<file path="config.mk">
export PLATFORM = sky130hd
export DESIGN_NAME = ahb_default_slave_errlog
export DESIGN_NICKNAME = d
export VERILOG_FILES = /design/src/rtl/ahb_default_slave_errlog.sv
export SDC_FILE = /design/constraint.sdc
export NUM_CORES = 1
export LEC_CHECK = 0
export CAP_MARGIN = 20
export CORE_ASPECT_RATIO = 0.7
export CORE_UTILIZATION = 41
export CTS_BUF_LIST = sky130_fd_sc_hd__clkbuf_8 sky130_fd_sc_hd__clkbuf_16
export CTS_CLUSTER_SIZE = 20
export DETAILED_ROUTE_END_ITERATION = 6
export GPL_TIMING_DRIVEN = 0
export PLACE_DENSITY = 0.82
export REMOVE_ABC_BUFFERS = 1
export SLEW_MARGIN = 30
export SYNTH_ARGS = -nofsm -noshare
export SYNTH_HDL_FRONTEND = slang
export SYNTH_SLANG_ARGS = --single-unit
</file>
<file path="constraint.sdc">
create_clock -name HCLK -period 4.3 [get_ports HCLK]
set_input_delay 0.86 -clock HCLK [delete_from_list [all_inputs] [get_ports HCLK]]
set_output_delay 0.86 -clock HCLK [all_outputs]
set_load 0.01 [all_outputs]
</file>
<file path="src/rtl/ahb_default_slave_errlog.sv">
// ---------------------------------------------------------------------------
// ahb_default_slave_errlog
//
// AHB-Lite default slave for the bus matrix. Answers every NONSEQ/SEQ
// transfer that reaches it with WAIT_STATES OKAY wait cycles followed by the
// two-cycle ERROR response. IDLE/BUSY transfers get a zero-wait OKAY.
// Alongside the response it keeps an error log for the system controller:
// first faulting address/direction (first error wins), a saturating fault
// count and a level interrupt.
//
// Parameters
//   ADDR_WIDTH  : width of HADDR / ERR_ADDR
//   WAIT_STATES : OKAY wait cycles ahead of the ERROR pair (0..15)
//   CNT_WIDTH   : width of the saturating counter ERR_CNT
//
// Ports
//   HCLK, HRESETn         : clock, asynchronous active-low reset
//   HSEL, HADDR, HTRANS,
//   HWRITE, HREADY        : AHB-Lite address phase inputs
//   HREADYOUT, HRESP      : slave response (HRESP 00 OKAY, 01 ERROR)
//   ERR_CLR               : single-cycle clear of the log
//   ERR_VALID, ERR_ADDR,
//   ERR_WRITE, ERR_CNT    : error log contents
//   ERR_OVR               : (AHB_DSLV_OVERRUN_EN only) fault seen while the
//                           log was already full
//   IRQ                   : level interrupt
//
// Build option
//   AHB_DSLV_OVERRUN_EN   : define to add the ERR_OVR overrun flag; IRQ then
//                           also fires on overrun.
// ---------------------------------------------------------------------------
module ahb_default_slave_errlog #(
  parameter int ADDR_WIDTH  = 32,
  parameter int WAIT_STATES = 0,
  parameter int CNT_WIDTH   = 8
) (
  input  logic                  HCLK,
  input  logic                  HRESETn,
  input  logic                  HSEL,
  input  logic [ADDR_WIDTH-1:0] HADDR,
  input  logic [1:0]            HTRANS,
  input  logic                  HWRITE,
  input  logic                  HREADY,
  output logic                  HREADYOUT,
  output logic [1:0]            HRESP,
  input  logic                  ERR_CLR,
  output logic                  ERR_VALID,
  output logic [ADDR_WIDTH-1:0] ERR_ADDR,
  output logic                  ERR_WRITE,
  output logic [CNT_WIDTH-1:0]  ERR_CNT,
`ifdef AHB_DSLV_OVERRUN_EN
  output logic                  ERR_OVR,
`endif
  output logic                  IRQ
);

  typedef enum logic [1:0] {
    S_IDLE = 2'd0,
    S_WAIT = 2'd1,
    S_ERR1 = 2'd2,
    S_ERR2 = 2'd3
  } state_t;

  localparam bit         HAS_WAIT = (WAIT_STATES > 0);
  // Counter preload; unused (and kept legal) when there are no wait states.
  localparam logic [3:0] WS_LOAD  = 4'(HAS_WAIT ? WAIT_STATES - 1 : 0);

  state_t                r_state, w_state_nxt;
  logic [3:0]            r_wcnt, w_wcnt_nxt;
  logic                  w_accept;
  logic                  w_unused;

  logic                  r_valid;
  logic [ADDR_WIDTH-1:0] r_addr;
  logic                  r_write;
  logic [CNT_WIDTH-1:0]  r_cnt;

  // HTRANS[0] only separates NONSEQ/SEQ and IDLE/BUSY, both treated alike.
  assign w_unused = HTRANS[0];

  // A real transfer: selected, bus ready, NONSEQ or SEQ.
  assign w_accept = HSEL & HREADY & HTRANS[1];

  // -------------------------------------------------------------------------
  // Response FSM
  // -------------------------------------------------------------------------
  always_ff @(posedge HCLK or negedge HRESETn) begin
    if (!HRESETn) begin
      r_state <= S_IDLE;
      r_wcnt  <= '0;
    end else begin
      r_state <= w_state_nxt;
      r_wcnt  <= w_wcnt_nxt;
    end
  end

  always_comb begin
    w_state_nxt = r_state;
    w_wcnt_nxt  = r_wcnt;
    case (r_state)
      S_IDLE, S_ERR2: begin
        // ERR2 is the last data-phase cycle, so it may overlap the next
        // address phase: a back-to-back fault skips IDLE altogether.
        if (w_accept) begin
          if (HAS_WAIT) begin
            w_state_nxt = S_WAIT;
            w_wcnt_nxt  = WS_LOAD;
          end else begin
            w_state_nxt = S_ERR1;
          end
        end else begin
          w_state_nxt = S_IDLE;
        end
      end
      S_WAIT: begin
        if (r_wcnt == 4'd0) w_state_nxt = S_ERR1;
        else                w_wcnt_nxt  = r_wcnt - 4'd1;
      end
      S_ERR1:  w_state_nxt = S_ERR2;
      default: w_state_nxt = S_IDLE;
    endcase
  end

  // Outputs are a pure decode of the state register, so they are glitch-free
  // and follow the asynchronous reset immediately.
  assign HREADYOUT = (r_state == S_IDLE) || (r_state == S_ERR2);
  assign HRESP     = {1'b0, (r_state == S_ERR1) || (r_state == S_ERR2)};

  // -------------------------------------------------------------------------
  // Error log, captured in the address phase
  // -------------------------------------------------------------------------
  always_ff @(posedge HCLK or negedge HRESETn) begin
    if (!HRESETn) begin
      r_valid <= 1'b0;
      r_addr  <= '0;
      r_write <= 1'b0;
      r_cnt   <= '0;
    end else if (w_accept) begin
      // A clear coincident with a fault is superseded by the new capture.
      if (!r_valid || ERR_CLR) begin
        r_valid <= 1'b1;
        r_addr  <= HADDR;
        r_write <= HWRITE;
      end
      if (ERR_CLR)     r_cnt <= CNT_WIDTH'(1);
      else if (!(&r_cnt)) r_cnt <= r_cnt + CNT_WIDTH'(1);
    end else if (ERR_CLR) begin
      // Address/direction are deliberately kept for post-mortem reads.
      r_valid <= 1'b0;
      r_cnt   <= '0;
    end
  end

  assign ERR_VALID = r_valid;
  assign ERR_ADDR  = r_addr;
  assign ERR_WRITE = r_write;
  assign ERR_CNT   = r_cnt;

`ifdef AHB_DSLV_OVERRUN_EN
  logic r_ovr;

  // Flags faults lost to the first-error-wins policy.
  always_ff @(posedge HCLK or negedge HRESETn) begin
    if (!HRESETn)                 r_ovr <= 1'b0;
    else if (ERR_CLR)             r_ovr <= 1'b0;
    else if (w_accept && r_valid) r_ovr <= 1'b1;
  end

  assign ERR_OVR = r_ovr;
  assign IRQ     = r_valid | r_ovr;
`else
  assign IRQ     = r_valid;
`endif

endmodule

</file>
* Yosys cells after proc, flatten, opt, wreduce, memory -nomap -nowiden *
Index checks and enable logic that the tools add are counted.

storage, ports and cells
  RAM bits = 0
  register bits after elaboration = 48
  memory bits (read-only) = 0
  memories kept = 0
  latch bits = 0
  output and inout port bits = 46

cells by class
  reduce and logical (&&, ||, !) cells = 13
  equal/unequal tests = 6
  $lt $le $gt $ge = 0
  $mul = 0
  $add $sub $neg = 2
  bitwise logic cells = 3
  shifts and indexed selects = 0
  divide/modulo/power cells = 0
  mux-type cells = 10

operators with widths
  operator                                                                  number
  8-bit 2-to-1 mux                                                          4
  8-bit by 1-bit adder with 8-bit output (second input constant)            1
  2-bit AND reduction                                                       4
  8-bit AND reduction                                                       1
  2-bit one-hot mux with 3 select lines                                     1
  2-bit == test (second input constant)                                     2
  4-bit logical NOT                                                         1
  2-bit 2-to-1 mux                                                          2
  2-bit inequality test (second input constant)                             2
  4-bit by 1-bit subtractor with 4-bit output (second input constant)       1
  1-bit logical OR                                                          3
  1-bit 2-to-1 mux                                                          3
  1-bit AND                                                                 2
  2-bit by 1-bit == test with 1-bit output (second input constant)          1
  2-bit logical NOT                                                         1
  2-bit by 1-bit inequality test with 1-bit output (second input constant)  1
  2-bit nonzero test                                                        1
  2-bit OR reduction                                                        1
  1-bit logical NOT                                                         1
  1-bit inverter                                                            1

* Logic depth before layout (Yosys ltp) *
  depth in word-level cells = 4
  depth in mapped cells = 6
  gate-level depth less buffers = 6

* Worst setup path after synthesis *
No wires, ideal clock.

  kind = in2reg
  start = in ERR_CLR
  end = reg r_addr[13], in the netlist ERR_ADDR[13]
  stages = 5
  buffers on the path = 2
  setup time = 0.125 ns
  path slack = 2.403 ns
  data arrival time = 1.772 ns
  cells stage by stage = buf_6 inv_2 a21oi_2 buf_4 mux2_2

on the way
  word-level cells in the longest chain between the ends = 2

ends and longest elaborated chain
  item                           RTL line  RTL
  start: declaration             46        input logic ERR_CLR,
  1-bit logical OR               140       if (!r_valid || ERR_CLR) begin
  2-bit AND reduction (no line)  -
  end signal: assignment         135       r_addr <= '0;
  end signal: assignment         142       r_addr <= HADDR;
  end: declaration               74        logic [ADDR_WIDTH-1:0] r_addr;

Every way passes these cells.
A chain may end at the register's enable or synchronous reset.

* Worst setup path after layout *
  start = reg r_state[0]
  end = out HRESP[0]

on the way
  word-level cells in the longest chain between the ends = 2

ends and longest elaborated chain
  item                      RTL line  RTL
  start: declaration        68        state_t r_state, w_state_nxt;
  start signal: assignment  92        r_state <= w_state_nxt;
  2-bit == test             127       assign HRESP = {1'b0, (r_state == S_ERR1) || (r_state == S_ERR2)};
  1-bit logical OR (*)      127
  end: declaration          45        output logic [1:0] HRESP,

Mark *: on every way between the ends. The rest lies on a longest branch, timed or not.

==> reports/qor.txt <==
Status = finished, final reports clean
Routed WL = 4279 um
Die Wd = 86.79 um
Initial core utilization = 42.91%
Critical path arrival = 1680 ps
Required time worst endpoint = 3440 ps
Max Clk Rate = 393.5 MHz
Adder-cell share of the synthesized area = 3.032%
Top routing layer in use = met4
Antenna diodes = 0
Fin crit period = 2541 ps
Post-Synth XOR/XNOR Area = 0.8490%
FF+latch count, synth = 48
Final Cycle Share = 59.10%
Via density = 4.893
Initial antenna violation count = 0
Syn Inst Count = 153
Crit-path cells = inv_1, ha_1, or2_2, clkdlybuf4s50_1
EDFF count, synth = 0
Share of the synthesized area in the top cell type = 58.22%
Grt ovf = 0
First-pass GRT wire length = 6824 um
CTS Buf Count = 5
Hold Crit Start = ERR_ADDR[17]
Mux share of post-synthesis cell area = 18.50%
Register area share after synthesis = 58.22%
Leakage = 1.303 nW
CP endpoint kind = output pin
Via Count = 1507
Max-cap viol count = 0
RSZ-0062 raised after global routing = no
Slew Limit Headroom = 60.14%
Simple-gate portion of the synthesized area = 8.914%
Synthesis-to-finish area growth = 48.88%
Wire length on met2 = 2015 um
Buf/Inv on CP = 2
Core area = 4808 um2
CP Launch Point = r_state[0]
Startpoint Class = register
Synth area leaders = dfrtp_1 58%, mux2_1 12%, mux2_2 6.0%
Worst Slack Setup Final = 1759 ps
Fill cell count = 381
Die Height = 61.35 um
DRC = 0
Number of library cell types mapped by synthesis = 39
GRT Total Usage = 17.19%
Vias in the first global route = 1532
Port Buffers = 83
Clock Skew = 4.418 ps
Mean Syn Cell Area = 13.49 um2
Fin. Hold Viols = 0
Routed len/inst = 13.89 um
Synth Flop Type = dfrtp_1
Largest net degree at the start of global routing = 49
HPWL Detailed = 3224 um
R2R Path Start = ERR_CNT[0]
Post-CTS setup buffer count = 0
Clock sink total = 48
Gpl congestion = 0.7973
Warnings from Yosys = 0
CTS tree = built
Largest family of logic cells by synthesized area = multiplexers
Slew @ Worst Pin = 598.0 ps
Initial DRC Count = 49
Metal1 wirelength = 1872 um
Multi-input gate area = 787.0 um2
Min-Delay Path Class = register to register
Register area = 1201 um2
Drt pass-1 iters = 4
Core Rows = 21
Post-Syn Area = 2063 um2
Clock buffer depth = 2
Worst skew pair latency = 290 ps
Slew Limit Fails = 0
H-tree depth = 2
Post-route ant nets = 0
Worst path max stage delay = 470 ps
Power Density = 410.6 nW/um2
Setup_tns = 0 ps
Compound-gate portion of the synthesized area = 6.307%
Ports = 86
Yosys top cell by area = dfrtp_1
Fin nets = 283
DP Worst Slack = 1559 ps
Die area = 5324 um2
Crit path kind = register to output pin
Top delay family on crit path = buffers and inverters
Met3 WL = 361 um
Share of layout cells above drive strength 1 = 12.55%
Max FO, Critical Path = 3
CTS hold repair buffers = 0
Slowest CP cell = clkdlybuf4s50_1
Post-CTS Resized = 0
Reg clk slew, reported paths = 80 ps
Worst VDD drop = 0.2464 mV
Clock Tree Root = clkbuf_8
Endpoints failing setup = 0
Ys async rst share = 100.0%
## path summary, 6_finish.rpt
check                                to  slack, ps  cells past startpoint
max                            HRESP[0]       1760                      4
min                        ERR_ADDR[17]        490                      1
max reg2reg                  ERR_CNT[5]       2570                      5
min reg2reg                ERR_ADDR[17]        490                      1
max in group asynchronous  ERR_ADDR[27]       3330                      1
min in group asynchronous  ERR_ADDR[31]        560                      1
## power breakdown
group	internal (mW)	switching, mW	total (mW)
clock network	0.170	0.145	0.315
logic	0.236	0.138	0.374
registers	0.528	0.0439	0.572
## registers in the layout (all words and copies together) (netlist names)
signal and cells:
r_wcnt 4, r_state 2, ERR_WRITE 1, ERR_VALID 1
ERR_CNT 8, ERR_ADDR 32
## layout by cell type (no fill, tap or decap), types with 2 or more instances in the layout
cell	count
nor3_1	2
clkbuf_8	5
mux2_2	11
nand2_1	8
nor2_1	3
clkdlybuf4s50_1	82
mux2_1	22
inv_1	6
ha_1	5
a21oi_1	4
dfrtp_1	48
or3_1	2
o21ai_0	5
a211oi_1	2
a31oi_1	3
nand3_1	3
## through the flow
step / instances / total power, mW / area (um2) / util [%] / hold WS, ps
floorplan: 146 / 0.7161 / 2003 / - / 467.8
global placement: 298 / 0.9431 / 2920 / 60.73 / 465.8
detailed placement: 300 / 0.9603 / 2964 / 61.64 / 475.2
CTS: 308 / 1.276 / 3072 / 63.88 / 494.8
global route: 308 / 1.336 / 3072 / 63.88 / 506.9
finish: 308 / 1.261 / 3072 / 63.88 / 488.3
## area by class of cell
class / instances / area share [%]
inverter: 6 / 0.7332
clock buffer: 5 / 2.240
multi-input combinational: 92 / 25.62
clock inverter: 3 / 1.263
tap: 69 / 2.811
timing repair buffer: 85 / 28.23
sequential: 48 / 39.10
## worst reg2reg max path: stages (launching register included)
cell,delay [ps]
dfrtp_1,470
ha_1,310
nand3_1,130
nor2_2,90
or4_1,510
a21oi_1,160
## cells in the mapped netlist, types with 3 or more instances
| cell | count |
|---|---|
| a21oi_1 | 4 |
| a31oi_1 | 3 |
| buf_4 | 5 |
| dfrtp_1 | 48 |
| ha_1 | 5 |
| inv_1 | 5 |
| mux2_1 | 22 |
| mux2_2 | 11 |
| nand2_1 | 8 |
| nand3_1 | 3 |
| nor2_1 | 3 |
| o21ai_0 | 5 |
## logic make-up after synthesis
group	count (synthesis)
flip-flops	48
multiplexers	34
AND/OR/NAND/NOR	30
AO/OA/AOI/OAI	20
buffers and inverters	13
adder cells (fa/ha/maj)	5
XOR/XNOR	2
other	1
## per-layer routing
| metal | global-route usage [%] | vias to the layer above |
|---|---|---|
| met4 | 5.238 | 0 |
| met3 | 6.836 | 5 |
| met1 | 20.55 | 736 |
| met5 | 0 | - |
| li1 | - | 713 |
| met2 | 29.25 | 53 |
(Power assumes the default switching activity.)
